--- config.mk ---
export PLATFORM = sky130hd
export DESIGN_NAME = alu_nibble_sequencer
export DESIGN_NICKNAME = d
export VERILOG_FILES = /design/src/rtl/alu_pkg.sv /design/src/rtl/alu_nibble_slice.sv /design/src/rtl/alu_nibble_sequencer.sv
export SDC_FILE = /design/constraint.sdc
export NUM_CORES = 1
export LEC_CHECK = 0
export BUFFER_PORTS_ARGS = -buffer_cell sky130_fd_sc_hd__buf_2
export CAP_MARGIN = 20
export CORE_MARGIN = 3
export CORE_UTILIZATION = 52
export DETAILED_ROUTE_END_ITERATION = 8
export HOLD_SLACK_MARGIN = 0.03
export PLACE_DENSITY_LB_ADDON = 0.3
export SETUP_SLACK_MARGIN = 0.5
export SYNTH_ARGS = -nofsm -noshare
export SYNTH_HDL_FRONTEND = slang
export SYNTH_HIERARCHICAL = 1
export SYNTH_SLANG_ARGS = --single-unit
--- constraint.sdc ---
create_clock -name clk -period 4.1 [get_ports clk]
set_input_delay 0.205 -clock clk [delete_from_list [all_inputs] [get_ports clk]]
set_output_delay 0.205 -clock clk [all_outputs]
set_load 0.05 [all_outputs]
--- src/rtl/alu_pkg.sv ---
// Shared definitions for the nibble-serial 74181-style ALU.
package alu_pkg;

  localparam int NIB_W = 4;

  typedef enum logic [1:0] {
    IDLE = 2'd0,
    RUN  = 2'd1,
    DONE = 2'd2
  } state_t;

  localparam logic [3:0] S_ADD = 4'b1001;
  localparam logic [3:0] S_SUB = 4'b0110;

endpackage

--- src/rtl/alu_nibble_slice.sv ---
// Combinational 4-bit 74181-style slice: generate/propagate terms, lookahead carries, result.
module alu_nibble_slice
  import alu_pkg::*;
(
  input  logic [NIB_W-1:0] a_i,
  input  logic [NIB_W-1:0] b_i,
  input  logic [3:0]       s_i,
  input  logic             m_i,
  input  logic             c0_i,
  output logic [NIB_W-1:0] f_o,
  output logic             c4_o
);

  logic [3:0] g;
  logic [3:0] p;
  logic [3:0] h;
  logic [3:0] c;

  assign g = (a_i & b_i & {4{s_i[3]}}) | (a_i & ~b_i & {4{s_i[2]}});
  assign p = a_i | (b_i & {4{s_i[0]}}) | (~b_i & {4{s_i[1]}});
  assign h = p & ~g;

  // Two-level lookahead: every carry is a flat sum of products of g/p and c0.
  assign c[0] = c0_i;
  assign c[1] = g[0] | (p[0] & c0_i);
  assign c[2] = g[1] | (p[1] & g[0]) | (p[1] & p[0] & c0_i);
  assign c[3] = g[2] | (p[2] & g[1]) | (p[2] & p[1] & g[0]) | (p[2] & p[1] & p[0] & c0_i);
  assign c4_o = g[3] | (p[3] & g[2]) | (p[3] & p[2] & g[1]) | (p[3] & p[2] & p[1] & g[0])
              | (p[3] & p[2] & p[1] & p[0] & c0_i);

  assign f_o = m_i ? ~h : (h ^ c);

endmodule

--- src/rtl/alu_nibble_sequencer.sv ---
// WIDTH-bit ALU evaluated one nibble per clock; carry is registered between nibbles.
// Result is held in DONE until out_ready_i; new requests are taken only in IDLE.
module alu_nibble_sequencer
  import alu_pkg::*;
#(
  parameter int WIDTH = 16
) (
  input  logic             clk,
  input  logic             rst_n,
  input  logic             in_valid_i,
  output logic             in_ready_o,
  input  logic [WIDTH-1:0] a_i,
  input  logic [WIDTH-1:0] b_i,
  input  logic [3:0]       s_i,
  input  logic             m_i,
  input  logic             cin_i,
  output logic             out_valid_o,
  input  logic             out_ready_i,
  output logic [WIDTH-1:0] f_o,
  output logic             cout_o,
  output logic             eq_o
);

  localparam int NIBS  = WIDTH / NIB_W;
  localparam int IDX_W = (NIBS > 1) ? $clog2(NIBS) : 1;
  localparam logic [IDX_W-1:0] LAST_IDX = IDX_W'(NIBS - 1);

  state_t           state_q, state_d;
  logic [WIDTH-1:0] a_q, a_d;
  logic [WIDTH-1:0] b_q, b_d;
  logic [3:0]       s_q, s_d;
  logic             m_q, m_d;
  logic             c_q, c_d;
  logic [IDX_W-1:0] idx_q, idx_d;
  logic [WIDTH-1:0] f_q, f_d;
  logic             cout_q, cout_d;
  logic             eq_q, eq_d;

  logic [NIB_W-1:0] a_nib;
  logic [NIB_W-1:0] b_nib;
  logic [NIB_W-1:0] f_nib;
  logic             c4;
  logic [WIDTH-1:0] f_run;

  always_comb begin
    a_nib = '0;
    b_nib = '0;
    for (int n = 0; n < NIBS; n++) begin
      if (idx_q == IDX_W'(n)) begin
        a_nib = a_q[n*NIB_W +: NIB_W];
        b_nib = b_q[n*NIB_W +: NIB_W];
      end
    end
  end

  alu_nibble_slice u_slice (
    .a_i  (a_nib),
    .b_i  (b_nib),
    .s_i  (s_q),
    .m_i  (m_q),
    .c0_i (c_q),
    .f_o  (f_nib),
    .c4_o (c4)
  );

  always_comb begin
    f_run = f_q;
    for (int n = 0; n < NIBS; n++) begin
      if (idx_q == IDX_W'(n)) begin
        f_run[n*NIB_W +: NIB_W] = f_nib;
      end
    end
  end

  always_comb begin
    state_d = state_q;
    a_d     = a_q;
    b_d     = b_q;
    s_d     = s_q;
    m_d     = m_q;
    c_d     = c_q;
    idx_d   = idx_q;
    f_d     = f_q;
    cout_d  = cout_q;
    eq_d    = eq_q;
    case (state_q)
      IDLE: begin
        if (in_valid_i) begin
          a_d     = a_i;
          b_d     = b_i;
          s_d     = s_i;
          m_d     = m_i;
          c_d     = cin_i;
          idx_d   = '0;
          state_d = RUN;
        end
      end
      RUN: begin
        f_d = f_run;
        c_d = c4;
        if (idx_q == LAST_IDX) begin
          cout_d  = ~m_q & c4;
          eq_d    = &f_run;
          state_d = DONE;
        end else begin
          idx_d = idx_q + IDX_W'(1);
        end
      end
      DONE: begin
        if (out_ready_i) begin
          state_d = IDLE;
        end
      end
      default: state_d = IDLE;
    endcase
  end

  always_ff @(posedge clk or negedge rst_n) begin
    if (!rst_n) begin
      state_q <= IDLE;
      a_q     <= '0;
      b_q     <= '0;
      s_q     <= '0;
      m_q     <= 1'b0;
      c_q     <= 1'b0;
      idx_q   <= '0;
      f_q     <= '0;
      cout_q  <= 1'b0;
      eq_q    <= 1'b0;
    end else begin
      state_q <= state_d;
      a_q     <= a_d;
      b_q     <= b_d;
      s_q     <= s_d;
      m_q     <= m_d;
      c_q     <= c_d;
      idx_q   <= idx_d;
      f_q     <= f_d;
      cout_q  <= cout_d;
      eq_q    <= eq_d;
    end
  end

  assign in_ready_o  = (state_q == IDLE);
  assign out_valid_o = (state_q == DONE);
  assign f_o         = f_q;
  assign cout_o      = cout_q;
  assign eq_o        = eq_q;

endmodule
==> Word-level counts from Yosys, hierarchy flattened <==
Cells that the tools add are included.
{ "word_totals": {"ff_bits": 60, "in_bits": 42, "output_inout_bits": 20, "elab_cells": 93} }
{ "classes": {"n_addsub": 1, "eq_ne": 9, "n_mux": 22, "n_bitwise": 42, "reduce_logical": 9} }
{ "op_table": {"columns": ["op", "count"], "rows": [
  ["2-to-1 mux 4 bit", 13],
  ["AND 4 bit", 7],
  ["AND 1 bit", 17],
  ["AND reduction 16 bit", 1],
  ["NOT 4 bit", 3],
  ["OR 4 bit", 3],
  ["2-to-1 mux 2 bit", 5],
  ["OR 1 bit", 10],
  ["== test 2 bit, second input constant", 3],
  ["!= test 2 bit, second input constant", 3],
  ["case mux 2 bit (3 select lines)", 1],
  ["AND reduction 2 bit", 3],
  ["AND reduction 3 bit", 2],
  ["== test 2 x 1 -> 1 bit, second input constant", 2],
  ["zero test 2 bit", 2],
  ["case mux 2 bit (2 select lines)", 1],
  ["bitwise XOR 4 bit", 1],
  ["adder 2 x 1 -> 2 bit, second input constant", 1],
  ["!= test 2 x 1 -> 1 bit, second input constant", 1],
  ["case mux 1 bit (2 select lines)", 1],
  ["nonzero test 2 bit", 1],
  ["2-to-1 mux 1 bit", 1],
  ["NOT 1 bit", 1]
]} }

==> Logic depth before layout (Yosys ltp) <==
Gate-level depths: netlist of run 1.
{ "depth": {"depth_word": 17, "mapped_depth": 15, "ltp_nobuf": 14} }

==> Hierarchy <==
Netlist of run 1, hierarchy kept.
{ "modules_own_cells": {"columns": ["mod", "n_inst", "cells_each", "area_each_um2", "seq_area_each_um2"], "rows": [
  ["alu_nibble_sequencer", 1, 207, 2865.2, 1501.4],
  ["alu_nibble_slice", 1, 41, 279.0, 0.0]
]} }

==> Worst setup path after synthesis of run 1 <==
No wires, ideal clock.
{ "synth_timing": {"path_type": "register to register", "from": "register idx_q[0]", "to": "register eq_q, in the netlist eq_o", "setup_time_ns": 0.095, "arrival_ns": 3.253, "required_ns": 4.005, "slack_ns": 0.752, "path_stages_with_launch": 16, "n_path_buf": 2, "synth_period_minus_slack_ns": 3.348, "cell_sequence": "dfrtp_1 inv_1 ha_1 clkbuf_1 clkbuf_1 a221oi_1 o31ai_1 mux2i_1 nor2_1 or3_1 o22ai_2 xor2_1 nand2_1 o22ai_1 o21ai_0 o31ai_1"} }
{ "synth_between": {"elab_chain_cells": 17, "elab_cells_between_ends": 48, "cone_classes": "eq/ne: 3; mux: 13; bitwise: 29; reduce/logical: 3"} }
{ "synth_rtl": {"columns": ["item", "line", "rtl"], "rows": [
  ["from (decl)", "alu_nibble_sequencer.sv:34", "logic [IDX_W-1:0] idx_q, idx_d;"],
  ["from (signal assigned)", "alu_nibble_sequencer.sv:137", "idx_q <= idx_d;"],
  ["zero test 2 bit", "alu_nibble_sequencer.sv:49", "if (idx_q == IDX_W'(n)) begin"],
  ["2-to-1 mux 4 bit (3 in series)", "alu_nibble_sequencer.sv:49", null],
  ["2-to-1 mux 4 bit (*)", "alu_nibble_sequencer.sv:49", null],
  ["via b_nib[1]", "alu_nibble_sequencer.sv:40", "logic [NIB_W-1:0] b_nib;"],
  ["NOT 4 bit", "alu_nibble_slice.sv:19, alu_nibble_slice.sv:20", null],
  ["AND 4 bit (2 in series)", "alu_nibble_slice.sv:19", "assign g = (a_i & b_i & {4{s_i[3]}}) | (a_i & ~b_i & {4{s_i[2]}});"],
  ["OR 4 bit", "alu_nibble_slice.sv:19", null],
  ["AND 1 bit", "alu_nibble_slice.sv:27", "assign c[3] = g[2] | (p[2] & g[1]) | (p[2] & p[1] & g[0]) | (p[2] & p[1] & p[0] & c0_i);"],
  ["OR 1 bit (2 in series)", "alu_nibble_slice.sv:27", null],
  ["OR 1 bit (*)", "alu_nibble_slice.sv:27", null],
  ["bitwise XOR 4 bit (*)", "alu_nibble_slice.sv:31", "assign f_o = m_i ? ~h : (h ^ c);"],
  ["2-to-1 mux 4 bit (*)", "alu_nibble_slice.sv:31", null],
  ["via f_nib[3]", "alu_nibble_sequencer.sv:41", "logic [NIB_W-1:0] f_nib;"],
  ["2-to-1 mux 4 bit", "alu_nibble_sequencer.sv:69", "if (idx_q == IDX_W'(n)) begin"],
  ["AND reduction 16 bit (*)", "alu_nibble_sequencer.sv:103", "eq_d = &f_run;"],
  ["to (signal assigned)", "alu_nibble_sequencer.sv:140", "eq_q <= eq_d;"],
  ["to (decl)", "alu_nibble_sequencer.sv:37", "logic eq_q, eq_d;"]
]} }
Mark *: on every way through the listed nets, which the timed path passes. The rest lies on a longest branch.
A chain may end at the register's enable or synchronous reset.

==> Worst setup path after layout of run 1 <==
{ "layout_timing": {"from": "register idx_q[0]", "to": "register eq_q, in the netlist eq_o"} }
{ "layout_between": {"elab_cells_between_ends": 48, "cone_classes": "eq/ne: 3; mux: 13; bitwise: 29; reduce/logical: 3"} }
{ "layout_lines": {"columns": ["item", "line", "rtl"], "rows": [
  ["zero test 2 bit", "alu_nibble_sequencer.sv:49", null],
  ["2-to-1 mux 4 bit (3 in series)", "alu_nibble_sequencer.sv:49", null],
  ["2-to-1 mux 4 bit (*)", "alu_nibble_sequencer.sv:49", null],
  ["via b_nib[1]", "alu_nibble_sequencer.sv:40", null],
  ["NOT 4 bit", "alu_nibble_slice.sv:19, alu_nibble_slice.sv:20", null],
  ["AND 4 bit (2 in series)", "alu_nibble_slice.sv:19", null],
  ["OR 4 bit", "alu_nibble_slice.sv:19", null],
  ["NOT 4 bit", "alu_nibble_slice.sv:21", "assign h = p & ~g;"],
  ["AND 4 bit (*)", "alu_nibble_slice.sv:21", null],
  ["bitwise XOR 4 bit or NOT 4 bit (tied branches)", "alu_nibble_slice.sv:31", null],
  ["2-to-1 mux 4 bit (*)", "alu_nibble_slice.sv:31", null],
  ["via f_nib[1]", "alu_nibble_sequencer.sv:41", null],
  ["2-to-1 mux 4 bit", "alu_nibble_sequencer.sv:69", null],
  ["AND reduction 16 bit (*)", "alu_nibble_sequencer.sv:103", null]
]} }
Marks and branches as above.

==> results by group, run 1 <==
Setup path
  – Crit Path Max Fanout: 23
  – Worst Path Arrival: 3.54 ns
  – CP Launch Point: idx_q[0]
  – Startpoint Class: flip-flop
  – Setup crit end kind: flip-flop
  – Reg-to-reg slack, setup: 0.80 ns
  – Setup Crit Path Kind: flip-flop to flip-flop
  – Crit path required time: 4.34 ns
  – RR Startpoint: idx_q[0]

Timing
  – Final Hold Vio Count: 0
  – Fin crit share: 80.42%
  – # setup viols final: 0
  – RSZ-0062 raised after global routing: false
  – Final setup TNS: 0 ns
  – Clock skew: 0.003722 ns
  – Final slew viol count: 0
  – Highest achievable clock rate: 303.3 MHz
  – Slew @ Worst Pin: 0.8419 ns
  – Slew headroom: 43.87%
  – Minimum clock period: 3.297 ns

Synth
  – Synth cell count leaders: dfrtp_1 (60), mux2_4 (30), mux2_2 (24)
  – Cell Area, Synth: 3144 um2
  – Synth area leader: dfrtp_1
  – Most numerous cell in the Yosys netlist: dfrtp_1
  – Synth Net Count: 295
  – Synthesized flop and latch total: 60
  – Synthesis Warnings: 6
  – Syn avg cell area: 12.68 um2
  – Cell variety after synth: 44
  – EDFF count, synth: 0
  – Post-synth top flop: dfrtp_1
  – Sequential area share after synthesis: 47.75%
  – Synth async-reset ratio: 100.0%
  – Gate Count Post-Synth: 248
  – Largest cells by area after synthesis: dfrtp_1 (48%), mux2_4 (14%), mux2_2 (8.6%)
  – Post-synth top area share: 47.75%

Clock tree
  – # Post-CTS Setup Buffers: 0
  – CTS Sinks: 60
  – Clock slew at reported path FFs: 0.06 ns
  – Max clock buf depth: 2
  – Clk Latency, worst-skew pair: 0.34 ns
  – Root buffer cell: clkbuf_8
  – CTS HTree Levels: 3
  – CTS tree: done
  – Number of buffers created by CTS: 9

Die
  – Core area: 5675 um2
  – Chip height: 83.76 um
  – Die width: 83.76 um
  – Initial core utilization: 55.40%
  – Rows: 27
  – Die area: 7016 um2
  – Top Ports: 62

Status
  – Status: completed

Job
  – Max-cap viol count: 0

Routing
  – Post-DR vias/cell: 5.482
  – DR vias: 2127
  – DRC Markers: 0
  – Post-DR wirelength/cell: 16.28 um
  – ANT nets after route: 0
  – 1st-iter DRT viols: 108
  – DRT Pass-1 Iters: 4
  – WL final: 6315 um

Global route
  – Met1 Track Usage GR: 25.83%
  – GR Util met2: 28.56%
  – First-pass GRT wire length: 10590 um
  – Grt met3 use: 6.515%
  – Gr busiest metal: met2
  – Largest net degree at the start of global routing: 61
  – Initial antenna violation count: 0
  – Aggregate global-route resource usage: 19.12%
  – Number of global-route vias before repair: 2211
  – Total grt overflow: 0

Placed design
  – GPL Wtd Cong: 0.8961
  – Port buffer count: 61
  – HPWL after detailed placement: 4502 um

Layout
  – Fill cells: 457
  – P&R area growth vs syn: 15.84%
  – ANT cells: 0
  – Post-layout net count: 360
  – Ratio of cells with drive above 1 in the final layout: 45.89%

Min path
  – Worst Hold Class: input pin to asynchronous set/reset pin
[kinds of logic (layout without fill, tap and decap cells)]
group / Yosys count / count (layout) / synth area share [%]
flops: 60 / 60 / 47.75
mux: 59 / 59 / 24.51
simple gates: 56 / 56 / 9.391
compound gates: 47 / 47 / 10.98
buf+inv: 17 / 85 / 4.258
fa+ha+maj: 5 / 5 / 1.990
xor+xnor: 4 / 4 / 1.114
[stage by stage]
| step | setup slack (ns) | utilization (%) | std cells | cell area, um2 | hold slack, ns |
|---|---|---|---|---|---|
| finish | 0.8026 | 64.18 | 388 | 3642 | 0.01408 |
| global placement | 0.5609 | 60.93 | 374 | 3458 | 0.3937 |
| floorplan | 0.7518 | - | 248 | 3144 | -0.09059 |
| global route | 0.5655 | 64.18 | 388 | 3642 | 0.05784 |
| CTS | 0.5587 | 63.73 | 388 | 3617 | 0.03277 |
| detailed placement | 0.3754 | 60.93 | 374 | 3458 | 0.3974 |
[path summary, 6_finish.rpt]
check	cells after the start	to
setup / recovery	11	eq_o
hold / removal	2	a_q[2]
setup reg to reg	11	eq_o
hold reg to reg	2	cout_o
max in group asynchronous	2	f_o[6]
min in group clk	2	state_q[1]
[final cells by class]
cell class	count	area [um2]	share of cell area [%]
tap	72	90.09	2.473
inverter	6	22.52	0.6183
clock inverter	3	15.01	0.4122
sequential	60	1501	41.22
multi-input combinational	171	1536	42.18
clock buffer	11	141.4	3.882
timing repair buffer	65	335.3	9.206
[flip-flops by register name, indices dropped and copies added, names as in the netlist]
register / cells
s_q: 4
a_q: 16
c_q: 1
idx_q: 2
b_q: 16
cout_o: 1
state_q: 2
eq_o: 1
f_o: 16
m_q: 1
[layout by cell type (no fill, tap or decap), types with 5 or more instances in the layout]
cell      count
a21oi_1       6
a221oi_1      8
buf_2        61
clkbuf_8     10
dfrtp_1      60
inv_1         6
mux2_2       24
mux2_4       30
mux2i_1       5
nand2_1      20
nor2_1        7
nor2b_1      13
o21ai_0       6
o31ai_1       7
[timing repair]
item                                    CTS  global route
resized for setup                         1             5
endpoints found under the setup margin    1             5
hold buffers                              0             0
[metal layers]
metal | vias to the layer above | share of wire (%)
met3 | 7 | 6.1
met4 | 0 | 1.4
li1 | 1026 | -
met5 | - | 0
met1 | 1038 | 48
met2 | 56 | 45
[worst max-delay path, cell delays in order (launching register included)]
cell and delay, ns:
dfrtp_1 0.44, ha_1 0.74, o31ai_1 0.21, buf_4 0.20, mux2i_1 0.11, nor2_1 0.23
a21oi_1 0.10, xnor2_1 0.49, nand2_1 0.14, o22ai_1 0.20, o21ai_0 0.10, o31ai_1 0.24
Power of run 1 is left out: the tool's default activity adds up to more than one toggle a clock period on the data nets, which glitch-free logic cannot reach.
==> inputs of run 2 (changes only) <==
Settings changed: ABC_AREA set to 1.
Clock period 4.1 ns to 3.4 ns, I/O delays scaled along.
==> run 2 against run 1 <==
Net effect:
- wire length increased by 35%
- clock skew increased by 0.0055 ns
- global-route usage increased by 6.1 points
- synthesized cell count increased by 78%
- utilization increased by 10 points
- area after synthesis increased by 0.68%
- cell area increased by 17%
- count of clock-buffer cells in the layout unchanged
- register-to-register slack got worse by 0.14 ns
- die area increased by 0.62%
==> results by group, run 2 <==
Status
  – Status: completed

Routing
  – DRT Pass-1 Iters: 5 (+1)
  – WL final: 8555 um (+35%)
  – Post-DR wirelength/cell: 13.80 um (-15%)
  – Post-DR vias/cell: 5.066 (-7.6%)
  – DRC Markers: 0 (unchanged)
  – DR vias: 3141 (+48%)
  – ANT nets after route: 0 (unchanged)
  – 1st-iter DRT viols: 235 (+120%)

Clock tree
  – Root buffer cell: clkbuf_8
  – CTS Sinks: 60 (unchanged)
  – CTS tree: done
  – CTS HTree Levels: 3 (unchanged)
  – Clock slew at reported path FFs: 0.07 ns (about the same)
  – Number of buffers created by CTS: 9 (unchanged)
  – Clk Latency, worst-skew pair: 0.35 ns (about the same)
  – Max clock buf depth: 2 (unchanged)

Die
  – Top Ports: 62 (unchanged)
  – Core area: 5709 um2 (+0.60%)
  – Die area: 7059 um2 (+0.62%)
  – Die width: 84.02 um (+0.31%)
  – Chip height: 84.02 um (+0.31%)
  – Initial core utilization: 55.45% (about the same)
  – Rows: 27 (unchanged)

Timing
  – Slew @ Worst Pin: 0.6192 ns (-0.2228 ns)
  – Slew headroom: 58.66% (+15 points)
  – RSZ-0062 raised after global routing: true
  – Final setup TNS: 0 ns (unchanged)
  – Final WS setup: 0.6576 ns (-0.1450 ns)
  – WHS: 0.03016 ns (+0.01608 ns)
  – Final Hold Vio Count: 0 (unchanged)
  – # setup viols final: 0 (unchanged)
  – Fin crit share: 80.66% (+0.23 points)
  – Final slew viol count: 0 (unchanged)
  – Minimum clock period: 2.742 ns (-0.5550 ns)
  – Highest achievable clock rate: 364.6 MHz (+20%)
  – Clock skew: 0.009210 ns (+0.005489 ns)

Synth
  – Synth area leader: dfrtp_1
  – Post-synth top area share: 47.43% (-0.32 points)
  – Most numerous cell in the Yosys netlist: nand2_1
  – Syn avg cell area: 7.162 um2 (-44%)
  – Synth cell count leaders: nand2_1 (214), dfrtp_1 (60), o21ai_0 (41)
  – Synth Net Count: 489 (+66%)
  – Post-synth top flop: dfrtp_1
  – Gate Count Post-Synth: 442 (+78%)
  – Largest cells by area after synthesis: dfrtp_1 (47%), nand2_1 (25%), o21ai_0 (6.5%)
  – EDFF count, synth: 0 (unchanged)
  – Synth async-reset ratio: 100.0% (unchanged)
  – Sequential area share after synthesis: 47.43% (-0.32 points)
  – Cell variety after synth: 23 (-48%)
  – Synthesis Warnings: 6 (unchanged)
  – Synthesized flop and latch total: 60 (unchanged)
  – Cell Area, Synth: 3166 um2 (+0.68%)

Layout
  – Most frequent cells in the layout: nand2_1 (207), buf_2 (61), dfrtp_1 (59)
  – Fill cells: 409 (-11%)
  – P&R area growth vs syn: 34.66%
  – ANT cells: 0 (unchanged)
  – Ratio of cells with drive above 1 in the final layout: 24.09% (-22 points)
  – Post-layout net count: 591 (+64%)
  – Commonest non-fill, non-tap cell in the layout: nand2_1
  – Final Cell Area: 4263 um2 (+17%)

Placed design
  – HPWL after detailed placement: 5504 um (+22%)
  – DP Worst Slack: 0.2531 ns (-0.1223 ns)
  – GPL Wtd Cong: 0.8913 (-0.54%)
  – Port buffer count: 61 (unchanged)
  – Placed cell area: 3501 um2 (+1.2%)

Job
  – Max-cap viol count: 0 (unchanged)

Setup path
  – Crit path required time: 3.64 ns (-0.70 ns)
  – Startpoint Class: flip-flop
  – R2R Path End: eq_o
  – Worst Path Arrival: 2.98 ns (-0.56 ns)
  – Crit Path Max Fanout: 6 (-74%)
  – End of the critical path: eq_o
  – Slowest CP cell: dfrtp_2
  – Setup crit end kind: flip-flop
  – Bufs and invs on worst path: 5 (+4)
  – CP Launch Point: idx_q[0]
  – CP max stage delay: 0.44 ns (-0.30 ns)
  – RR Startpoint: idx_q[0]
  – Family with the most delay on the worst path: simple AND/OR/NAND/NOR gates
  – Crit-path cells: buf_12, ha_4, nor2_4, buf_12, nand2_4, nand2_2, o21ai_2, o21ai_2, inv_1, nand2_1, nand3_2, nand2_2, nand2_4, nor2_2, xor2_1, inv_1, inv_1, nand2_1, nand2_1, nor2_1, nand2_1, nor2_1, nand3_1, nand2_1
  – FF-to-FF path depth: 24 (+13)
  – Setup Crit Path Kind: flip-flop to flip-flop
  – Cell mode on critical path: nand2_1
  – Crit path depth: 24 (+13)
  – Reg-to-reg slack, setup: 0.66 ns (-0.14 ns)

Min path
  – Worst Hold Class: input pin to flip-flop

Global route
  – Total grt overflow: 0 (unchanged)
  – Initial antenna violation count: 0 (unchanged)
  – Largest net degree at the start of global routing: 49 (-20%)
  – First-pass GRT wire length: 14220 um (+34%)
  – Number of global-route vias before repair: 3059 (+38%)
  – Aggregate global-route resource usage: 25.18% (+6.1 points)

Power
  – Leakage: 2.290 nW
  – Worst vdd ir: 0.7382 mV
  – Pwr Density: 1186 nW/um2
  – Final Power: 0.005056 W
run 2: cell count changes in the layout (fill, tap and decap cells not counted), moves of 9 or more:
cell | previous run | this run
nand2_1 | 20 | 207
o21ai_1 | 0 | 11
o21ai_0 | 6 | 28
nor2_1 | 7 | 22
inv_2 | 0 | 9
mux2_4 | 30 | 0
mux2_2 | 24 | 0
nor2b_1 | 13 | 0
inv_1 | 6 | 33
dlygate4sd3_1 | 0 | 32
run 2: logic make-up (layout without fill, tap and decap cells):
group           Yosys count  count (layout)  synth area share (%)
compound gates           58              58                 9.249
xor+xnor                  2               2                0.5535
fa+ha+maj                 5               5                 1.976
buf+inv                  58             164                 8.300
flops                    60              60                 47.43
simple gates            259             259                 32.49
run 2: layer usage:
metal	track usage, %	routed length, um	vias to the layer above
met5	0	0	-
met4	10.09	199	0
met3	5.232	497	21
met2	41.39	4290	122
met1	32.32	3567	1444
li1	-	-	1554
run 2: worst min-delay path: cells and delay by family:
kind	cells	cell delay, ns
and+or+nand+nor	2	0.10
buffers and inverters	1	0.08
run 2: final cells by class:
type,instances,area [um2],share of cell area [%]
clock buffer,11,151.4,3.552
multi-input combinational,324,1514,35.52
inverter,44,171.4,4.021
timing repair buffer,105,760.7,17.85
sequential,60,1503,35.25
tap,72,90.09,2.113
clock inverter,4,72.57,1.702
run 2: how the worst min path moves through the flow:
| stage | startpoint | endpoint | slack, ns | cells after the start |
|---|---|---|---|---|
| after floorplan | rst_n | a_q[0] | -0.13 | 0 |
| after global placement | a_i[0] | a_q[0] | 0.36 | 3 |
| after detailed placement | a_i[15] | a_q[15] | 0.37 | 3 |
| after CTS | a_i[7] | a_q[7] | 0.03 | 3 |
| after global routing | s_i[0] | s_q[0] | 0.03 | 3 |
| final | a_i[7] | a_q[7] | 0.03 | 3 |
run 2: repair_timing:
item | in CTS | in global routing
setup buffers | 0 | 6
gates resized for setup | 11 | 41
pin swaps | 1 | 15
endpoints found under the hold margin | 30 | 18
setup endpoints to repair | 7 | 9
hold buffers | 30 | 2
run 2: power breakdown:
group	internal, W	switching [W]	leakage, nW
Clock	0.000447	0.000282	0.111
Combinational	0.000994	0.00201	1.43
Sequential	0.00106	0.000267	0.747
Total	0.00250	0.00256	2.29
run 2: per-stage QoR:
step                      util, %  cells
after detailed placement    61.32    566
final                       74.67    620
after floorplan                 -    442
after CTS                   70.96    611
after global placement      61.32    566
after global routing        74.67    620
Note: power is estimated with default switching activity, not from simulation.
